`src/rtl/led_seq_pkg.sv`:
```
// Shared types and constants for the LED sequence controller:
// FSM states, {r,g,b} color codes and the sequence-table entry layout.
package led_seq_pkg;

    typedef enum logic [1:0] {
        ST_IDLE   = 2'd0,
        ST_RUN    = 2'd1,
        ST_PAUSED = 2'd2
    } state_e;

    localparam logic [2:0] COLOR_OFF     = 3'b000;
    localparam logic [2:0] COLOR_RED     = 3'b100;
    localparam logic [2:0] COLOR_YELLOW  = 3'b110;
    localparam logic [2:0] COLOR_GREEN   = 3'b010;
    localparam logic [2:0] COLOR_CYAN    = 3'b011;
    localparam logic [2:0] COLOR_BLUE    = 3'b001;
    localparam logic [2:0] COLOR_MAGENTA = 3'b101;

    // Widest duration the table can hold; the top zero-extends its DUR_W field into it.
    localparam int DUR_MAX_W = 16;

    typedef struct packed {
        logic [2:0]           color;
        logic [DUR_MAX_W-1:0] dur;
    } entry_t;

    // A stored duration of zero still occupies one tick.
    function automatic logic [DUR_MAX_W-1:0] eff_dur(input logic [DUR_MAX_W-1:0] d);
        if (d == '0) begin
            return {{(DUR_MAX_W-1){1'b0}}, 1'b1};
        end else begin
            return d;
        end
    endfunction

endpackage

```
`src/rtl/led_sequence_ctrl_prescaler.sv`:
```
// Free-running divider producing one tick every DIV enabled cycles.
// Holds while en is low; clr restarts the count from zero.
module tick_prescaler #(
    parameter int DIV = 12000
) (
    input  logic clk,
    input  logic rst,
    input  logic en,
    input  logic clr,
    output logic tick
);

    localparam int              CNT_W = (DIV > 1) ? $clog2(DIV) : 1;
    localparam logic [CNT_W-1:0] LAST = CNT_W'(DIV - 1);

    logic [CNT_W-1:0] cnt_q;
    logic [CNT_W-1:0] cnt_d;

    // Next count and tick strobe.
    always_comb begin
        cnt_d = cnt_q;
        tick  = 1'b0;
        if (clr) begin
            cnt_d = '0;
        end else if (en) begin
            if (cnt_q == LAST) begin
                cnt_d = '0;
                tick  = 1'b1;
            end else begin
                cnt_d = cnt_q + CNT_W'(1);
            end
        end else begin
            cnt_d = cnt_q;
        end
    end

    // Count register.
    always_ff @(posedge clk) begin
        if (rst) begin
            cnt_q <= '0;
        end else begin
            cnt_q <= cnt_d;
        end
    end

endmodule

```
`src/rtl/led_sequence_ctrl.sv`:
```
// Plays a programmable table of {color, duration} steps on an RGB LED,
// with start/stop/pause control and a wrap pulse at the end of each pass.
module led_sequence_ctrl
    import led_seq_pkg::*;
#(
    parameter int TICK_DIV  = 12000,
    parameter int MAX_STEPS = 8,
    parameter int DUR_W     = 10
) (
    input  logic             clk,
    input  logic             rst,
    input  logic             cfg_we,
    input  logic [2:0]       cfg_addr,
    input  logic [2:0]       cfg_color,
    input  logic [DUR_W-1:0] cfg_dur,
    input  logic [3:0]       seq_len,
    input  logic             start,
    input  logic             stop,
    input  logic             pause,
    output logic             red,
    output logic             green,
    output logic             blue,
    output logic             busy,
    output logic [2:0]       step_idx,
    output logic             wrap
);

    localparam logic [3:0] MAX_LEN = 4'(MAX_STEPS);

    entry_t               table_q [MAX_STEPS];
    state_e               state_q;
    logic [2:0]           rgb_q;
    logic                 busy_q;
    logic [2:0]           step_q;
    logic                 wrap_q;
    logic [3:0]           len_q;
    logic [DUR_MAX_W-1:0] dur_cnt_q;

    logic                 tick_s;
    logic                 start_ok_s;
    logic                 presc_en_s;
    logic                 presc_clr_s;
    logic                 last_step_s;
    logic [2:0]           step_d;
    entry_t               next_entry_s;
    entry_t               first_entry_s;

    tick_prescaler #(
        .DIV (TICK_DIV)
    ) u_prescaler (
        .clk  (clk),
        .rst  (rst),
        .en   (presc_en_s),
        .clr  (presc_clr_s),
        .tick (tick_s)
    );

    // Command qualification and next-step selection.
    always_comb begin
        start_ok_s    = start && (seq_len != 4'd0) && (seq_len <= MAX_LEN);
        last_step_s   = ({1'b0, step_q} == (len_q - 4'd1));
        if (last_step_s) begin
            step_d = 3'd0;
        end else begin
            step_d = step_q + 3'd1;
        end
        next_entry_s  = table_q[step_d];
        first_entry_s = table_q[0];
        presc_en_s    = (state_q == ST_RUN);
        presc_clr_s   = stop || start_ok_s;
    end

    // Sequence table; a write lands after this edge, so the running step keeps its loaded copy.
    always_ff @(posedge clk) begin
        if (rst) begin
            for (int i = 0; i < MAX_STEPS; i++) begin
                table_q[i] <= '0;
            end
        end else if (cfg_we && ({1'b0, cfg_addr} < MAX_LEN)) begin
            table_q[cfg_addr] <= '{color: cfg_color, dur: DUR_MAX_W'(cfg_dur)};
        end
    end

    // Control FSM with registered LED, busy, index and wrap outputs.
    always_ff @(posedge clk) begin
        if (rst) begin
            state_q   <= ST_IDLE;
            rgb_q     <= COLOR_OFF;
            busy_q    <= 1'b0;
            step_q    <= 3'd0;
            wrap_q    <= 1'b0;
            len_q     <= 4'd0;
            dur_cnt_q <= '0;
        end else if (stop) begin
            state_q   <= ST_IDLE;
            rgb_q     <= COLOR_OFF;
            busy_q    <= 1'b0;
            step_q    <= 3'd0;
            wrap_q    <= 1'b0;
            dur_cnt_q <= '0;
        end else if (start_ok_s) begin
            state_q   <= ST_RUN;
            len_q     <= seq_len;
            step_q    <= 3'd0;
            dur_cnt_q <= eff_dur(first_entry_s.dur);
            rgb_q     <= first_entry_s.color;
            busy_q    <= 1'b1;
            wrap_q    <= 1'b0;
        end else begin
            case (state_q)
                ST_IDLE: begin
                    wrap_q <= 1'b0;
                end
                ST_RUN: begin
                    wrap_q <= 1'b0;
                    if (tick_s) begin
                        // Last tick of the step: load the following entry fresh from the table.
                        if (dur_cnt_q <= {{(DUR_MAX_W-1){1'b0}}, 1'b1}) begin
                            step_q    <= step_d;
                            dur_cnt_q <= eff_dur(next_entry_s.dur);
                            rgb_q     <= next_entry_s.color;
                            wrap_q    <= last_step_s;
                        end else begin
                            dur_cnt_q <= dur_cnt_q - {{(DUR_MAX_W-1){1'b0}}, 1'b1};
                        end
                    end
                    if (pause) begin
                        state_q <= ST_PAUSED;
                    end
                end
                ST_PAUSED: begin
                    wrap_q <= 1'b0;
                    if (!pause) begin
                        state_q <= ST_RUN;
                    end
                end
                default: begin
                    state_q   <= ST_IDLE;
                    rgb_q     <= COLOR_OFF;
                    busy_q    <= 1'b0;
                    step_q    <= 3'd0;
                    wrap_q    <= 1'b0;
                    dur_cnt_q <= '0;
                end
            endcase
        end
    end

    assign red      = rgb_q[2];
    assign green    = rgb_q[1];
    assign blue     = rgb_q[0];
    assign busy     = busy_q;
    assign step_idx = step_q;
    assign wrap     = wrap_q;

endmodule

```
`config.mk`:
```
export PLATFORM = sky130hd
export DESIGN_NAME = led_sequence_ctrl
export DESIGN_NICKNAME = d
export VERILOG_FILES = /design/src/rtl/led_seq_pkg.sv /design/src/rtl/led_sequence_ctrl_prescaler.sv /design/src/rtl/led_sequence_ctrl.sv
export SDC_FILE = /design/constraint.sdc
export NUM_CORES = 1
export LEC_CHECK = 0
export ABC_AREA = 1
export ABC_CLOCK_PERIOD_IN_PS = 3100
export CAP_MARGIN = 20
export CORE_MARGIN = 2
export CORE_UTILIZATION = 60
export CTS_CLUSTER_SIZE = 10
export DETAILED_ROUTE_END_ITERATION = 8
export PLACE_DENSITY_LB_ADDON = 0.25
export SYNTH_ARGS = -nofsm -noshare
export SYNTH_HDL_FRONTEND = slang
export SYNTH_SLANG_ARGS = --single-unit
```
`constraint.sdc`:
```
create_clock -name clk -period 3.1 [get_ports clk]
set_input_delay 0.62 -clock clk [delete_from_list [all_inputs] [get_ports clk]]
set_output_delay 0.62 -clock clk [all_outputs]
set_load 0.01 [all_outputs]
```
==> results_dict.tcl, run 1 <==
set metrics [dict create \
    syn_area_per_cell_um2 8.70 \
    cts-resized-gates 0 \
    start_util_pct 61.2 \
    ctsHoldBuffers 0 \
    ioPinCount 34 \
    p_leak_nw 3.38 \
    hold-path-cell-count 2 \
    clockBufferDepth 2 \
    r2r_slack_ns 0.35 \
    postCtsSetupBuffers 0 \
    setup_viol 0 \
    cts_tree "built" \
    wl_um 17900 \
    ys_async_sr_fraction_pct 0 \
    setup-tns-final_ns 0 \
    crit_chain "inv_1 -> ha_1 -> xnor2_1 -> nor2_4 -> nand3_4 -> buf_4 -> nand3b_1 -> nand2_1 -> nand3_1 -> nand2_1 -> nand2_1 -> nor2_1 -> nand3_1 -> nand2_1 -> nand2_1 -> nand2_1 -> nand2_1 -> a21oi_1" \
    routed-via-count 6113 \
    finalWeightedCongestion 0.969 \
    grt_max_degree 51 \
    slew_viol_final 0 \
    ys_seq_area_share_pct 55.0 \
    synth_fp_nets 868 \
    final-seq-area_mm2 0.00400 \
    p_per_area_mw_per_mm2 545 \
    synth_ff_type "edfxtp_1" \
    critPathArrivalTime_ns 3.12 \
    crit_type "flip-flop to flip-flop" \
    r2r-end "dur_cnt_q[0]" \
    path_clk_slew_ns 0.06 \
    grt_pass1_vias 5961 \
    drtIter0Drc 669 \
    crit_required_ns 3.46 \
    reg2regPathDepth 18 \
    chipWidth_um 114 \
    crit_slowest_cell "buf_4" \
    cts_root_buffer "clkbuf_16" \
    htreeDepth 4 \
    ys.warnings.count 0 \
    slowest_delay_ns 0.34 \
    critPathLaunchType "flip-flop" \
    fill_cells 899 \
    grt.total_usage_pct 29.7 \
    portBuffers 33 \
    synth_area_mm2 0.00728 \
    grt_pass1_wl_um 29600 \
    worstSetupEndpointType "flip-flop" \
    multiInputGateArea_mm2 0.00276 \
    crit_top_cell "nand2_1" \
    finalHoldViolations 0 \
    layout_commonest_cell "nor2_1" \
    hp-class "flip-flop to flip-flop" \
    period_minus_slack_ns 2.75 \
    dpl.hpwl_um 12200 \
    numCtsBuffers 17 \
    most-common-layout-cells "nor2_1, nand2_1, edfxtp_1" \
    antenna_cells 0 \
    area_delta_synth_final_pct 14.9 \
    worstHoldStart "dur_cnt_q[15]" \
    clock_sinks 148 \
    postSynthCellCount 837 \
    period_share_pct 88.8 \
    antenna_found_initial 0 \
    drive_gt1_share_pct 8.95 \
    row_count 40 \
    die_y_um 114 \
    cp_max_fo 28 \
    tightest_slew_ns 0.609 \
    skew_ns 0.00382 \
    slew_headroom_pct 59.3 \
    status "completed" \
    wl_per_cell_um 17.2 \
    coreArea_mm2 0.0119 \
    rsz0062_at_grt "no" \
    nNetsFinal 913 \
    die-area_mm2 0.0130 \
    ys_ff_latch 148 \
    r2r_start "len_q[0]" \
    max_cap_viol_count 0 \
    clock.fmax_mhz 363 \
    insertion_delay_ns 0.43 \
    synthDistinctLibCells 44 \
    peakVddDrop_v 0.000427 \
    cp_top_family "simple AND/OR/NAND/NOR gates" \
    viasPerCell 5.87 \
    drc 0 \
    final_util_pct 70.2 \
    min_to "dur_cnt_q[15]" \
    critPathBufInv 2 \
    synth_edf_count 104 \
    grt_overflow_total 0 \
    dr.pass1.iters 5 \
    ant_nets 0 \
]
## cell families after synthesis
kind of cell | count (synthesis) | share of synthesized area, %
and+or+nand+nor | 434 | 26.1
DFF | 148 | 55.0
buffers and inverters | 126 | 7.11
AOI/OAI and AO/OA | 104 | 8.52
xor gates and xnor gates | 20 | 2.40
adders and majority gates | 5 | 0.859
## metal layers
layer	track usage [%]	up-vias	part of all wire (%)
met3	7.25	36	7.3
li1	-	2889	-
met5	0	-	0
met2	49.9	284	50
met4	11.1	0	2.1
met1	37.5	2904	40
## per-stage QoR
stage / setup slack [ns] / power [mW] / cell area [µm²] / hold WS (ns) / instances
final: 0.349 / 4.56 / 8370 / 0.477 / 1041
after CTS: 0.397 / 4.57 / 8370 / 0.476 / 1041
after detailed placement: 0.0695 / 2.69 / 7830 / 0.467 / 1010
after floorplan: 0.930 / 2.54 / 7280 / 0.443 / 837
after global placement: 0.254 / 2.67 / 7830 / 0.453 / 1010
after global routing: 0.0915 / 4.71 / 8370 / 0.484 / 1041
## worst register-to-register path, stage by stage, from the launching register on
cell      delay, ns
dfxtp_1        0.32
inv_1          0.08
ha_1           0.31
xnor2_1        0.25
nor2_4         0.06
nand3_4        0.16
buf_4          0.34
nand3b_1       0.14
nand2_1        0.10
nand3_1        0.13
nand2_1        0.20
nand2_1        0.07
nor2_1         0.11
nand3_1        0.09
nand2_1        0.07
nand2_1        0.05
nand2_1        0.05
nand2_1        0.05
a21oi_1        0.10
## area by class of cell
type	instances	area share (%)
Multi-Input combinational cell	563	33.0
Timing Repair Buffer	59	6.28
Clock inverter	13	1.32
Sequential cell	148	47.9
Clock buffer	18	5.13
Inverter	93	4.20
Tap cell	147	2.20
## worst max-delay path by stage
stage	from	end	slack, ns	cells after the start
after floorplan	len_q[0]	dur_cnt_q[0]	0.93	18
after global placement	seq_len[0]	dur_cnt_q[15]	0.25	13
after detailed placement	seq_len[1]	dur_cnt_q[15]	0.07	14
after CTS	len_q[0]	dur_cnt_q[0]	0.40	18
after global routing	len_q[0]	dur_cnt_q[0]	0.09	18
final	len_q[0]	dur_cnt_q[0]	0.35	18
## report_power, final
| group | total [mW] | internal, mW | switching (mW) |
|---|---|---|---|
| combinational | 0.402 | 0.143 | 0.260 |
| clock | 1.90 | 1.09 | 0.809 |
| sequential | 2.26 | 2.22 | 0.0408 |
## synth_stat cells, types with 6 or more instances
library cell,n,area share [%]
nand2_1,125,6.4
nor2_1,183,9.4
nor4_1,9,0.77
o21ai_0,35,2.4
a21oi_1,37,2.5
clkbuf_1,17,0.88
nand3b_1,16,1.6
inv_1,87,4.5
edfxtp_1,104,43
nand3_1,67,4.6
o2111ai_1,8,0.96
xor2_1,14,1.7
xnor2_1,6,0.72
or2_2,12,1.0
buf_2,7,0.48
nor3_1,6,0.41
dfxtp_1,44,12
## registers in the layout, indices dropped and copies added (netlist names)
signal	flops
dur_cnt_q	16
len_q	4
state_q	2
rgb_q	3
table_q	104
step_idx	3
busy	1
wrap	1
u_prescaler.cnt_q	14
(Power assumes the default switching activity.)
==> run 2, diff against run 1 <==
SYNTH_HIERARCHICAL = 1   (was unset)
==> run 2 against run 1 <==
Net effect: first-iteration DRC count up 35%; largest cell class unchanged; sequential share of layout area down 1.6 points; utilization up 1.2 points.
==> results_dict.tcl, run 2 <==
set metrics [dict create \
    status "completed" \
    slew_viol_final 0 \
    detailedPlace.worstSlack_ns -0.281 \
    antenna_cells 0 \
    drtIter0Drc 903 \
    numCtsBuffers 17 \
    r2r-end "rgb_q[2]" \
    dpl.hpwl_um 12900 \
    routed-via-count 6371 \
    period_minus_slack_ns 2.98 \
    largest_registers "table_q: 104 flops, dur_cnt_q: 16 flops, u_prescaler/cnt_q: 14 flops" \
    insertion_delay_ns 0.43 \
    setup_slack_ns 0.117 \
    synth_ff_type "edfxtp_1" \
    max_cap_viol_count 0 \
    ys_ff_latch 148 \
    start_util_pct 61.8 \
    row_count 40 \
    reg2regPathDepth 12 \
    period_share_pct 96.2 \
    finalWeightedCongestion 0.891 \
    slew_headroom_pct 53.5 \
    drive_gt1_share_pct 8.80 \
    worstSetupEndpointType "flip-flop" \
    htreeDepth 4 \
    top_register "table_q" \
    hp-class "flip-flop to flip-flop" \
    crit_type "input port to flip-flop" \
    ys_async_sr_fraction_pct 0 \
    yosys.area.top_type "edfxtp_1" \
    cp_max_fo 9 \
    synth_edf_count 104 \
    postSynthCellCount 884 \
    nNetsFinal 962 \
    syn_area_per_cell_um2 8.46 \
    postCtsSetupBuffers 0 \
    stdcell_count 1111 \
    rsz0062_at_grt "no" \
    cts-resized-gates 0 \
    p_leak_nw 3.48 \
    setup_viol 0 \
    worstHoldStart "len_q[1]" \
    cts_root_buffer "clkbuf_16" \
    critPathArrivalTime_ns 3.33 \
    synth_area_mm2 0.00748 \
    ys.warnings.count 6 \
    clock_sinks 148 \
    cts_tree "built" \
    skew_ns 0.00776 \
    ys_top_cells_by_area "edfxtp_1, dfxtp_1, nor2_1" \
    antenna_found_initial 0 \
    path_clk_slew_ns 0.06 \
    hold-path-cell-count 2 \
    grt.total_usage_pct 30.0 \
    die-area_mm2 0.0134 \
    wl_per_cell_um 16.8 \
    dp_cells 1079 \
    dr.pass1.iters 5 \
    viasPerCell 5.73 \
    largest_reg_flops 104 \
    clockBufferDepth 2 \
    p_per_area_mw_per_mm2 539 \
    wl_um 18700 \
    peakVddDrop_v 0.000408 \
    r2r_slack_ns 0.25 \
    ioPinCount 34 \
    most-common-layout-cells "nor2_1, nand2_1, inv_1" \
    chipWidth_um 116 \
    fill_cells 935 \
    ctsHoldBuffers 0 \
    tightest_slew_ns 0.692 \
    finalHoldViolations 0 \
    grt_max_degree 24 \
    hold_ws_ns 0.475 \
    critPathLaunchType "input port" \
    min_to "len_q[1]" \
    coreArea_mm2 0.0121 \
    drc 0 \
    synth_most_common_cell "nor2_1" \
    crit_required_ns 3.45 \
    clock.fmax_mhz 335 \
    yosysTopAreaCellShare_pct 41.7 \
    grt_pass1_wl_um 30500 \
    ant_nets 0 \
    synth_fp_nets 916 \
    area_delta_synth_final_pct 15.6 \
    r2r_start "step_idx[0]" \
    grt_pass1_vias 6332 \
    layout_commonest_cell "nor2_1" \
    synthDistinctLibCells 45 \
    ys_seq_area_share_pct 53.5 \
    portBuffers 33 \
    grt_overflow_total 0 \
    synthTopCellsByCount "nor2_1, nand2_1, inv_1" \
    die_y_um 116 \
]
[run 2: cell types whose count changed after synthesis, moves of 3 or more]
cell / delta
nor2_2: +3
inv_1: +22
nand2_1: +20
nand3_1: +4
o21ai_1: +4
o21ai_0: -6
nor2_1: +8
a21oi_1: -8
a31oi_1: +5
buf_4: +4
buf_2: -4
[run 2: metrics by stage]
| step | setup TNS (ns) | util, % | total power [mW] | area (µm²) |
|---|---|---|---|---|
| after floorplan | 0 | - | 2.52 | 7480 |
| final | 0 | 71.4 | 4.66 | 8650 |
| after CTS | 0 | 71.3 | 4.67 | 8640 |
| after global routing | 0 | 71.4 | 4.81 | 8650 |
| after detailed placement | -2.91 | 66.5 | 2.66 | 8060 |
| after global placement | -0.985 | 66.5 | 2.64 | 8060 |
[run 2: final cells by class]
| cell class | instances | area (µm²) | area share [%] |
|---|---|---|---|
| clock buffer | 18 | 429 | 4.96 |
| clock inverter | 14 | 153 | 1.76 |
| inverter | 113 | 424 | 4.90 |
| multi-input combinational | 589 | 2880 | 33.3 |
| sequential | 148 | 4000 | 46.3 |
| tap | 168 | 210 | 2.43 |
| timing repair buffer | 61 | 553 | 6.39 |
[run 2: critical path, stage by stage]
cell	delay, ns
clkdlybuf4s50_1	0.43
or3_1	0.41
o21a_1	0.18
nand2_1	0.08
inv_1	0.06
or2_2	0.28
nor2_1	0.19
inv_1	0.09
a21oi_2	0.22
nor2_4	0.06
inv_1	0.12
buf_12	0.14
nand2_1	0.09
inv_1	0.11
o21ai_0	0.10
a21oi_1	0.16
[run 2: power breakdown]
part	total, mW	switching [mW]	leakage (nW)	internal (mW)
Clock	2.03	0.837	0.269	1.19
Combinational	0.377	0.242	1.85	0.135
Sequential	2.25	0.0389	1.35	2.21
[run 2: logic make-up after synthesis]
logic type      after synthesis  share of synthesized area [%]
buf+inv                     147                           8.18
mux                           1                          0.134
simple gates                464                           27.0
xor+xnor                     18                           2.11
fa+ha+maj                     6                           1.00
compound gates              100                           8.11
flops                       148                           53.5
[run 2: worst max-delay path by stage]
stage	start	endpoint	slack [ns]
final	seq_len[0]	rgb_q[0]	0.12
after global routing	len_q[0]	dur_cnt_q[0]	0.02
after CTS	seq_len[0]	rgb_q[0]	0.1
after detailed placement	seq_len[0]	dur_cnt_q[13]	-0.28
after global placement	seq_len[0]	dur_cnt_q[3]	-0.11
after floorplan	seq_len[0]	dur_cnt_q[15]	0.07
[run 2: layer usage]
metal	vias to the layer above	GRT usage [%]	routed length (µm)
li1	3013	-	-
met2	318	51.0	9290
met3	57	7.43	1460
met1	2983	35.7	7330
met4	0	15.0	612
met5	-	0	0
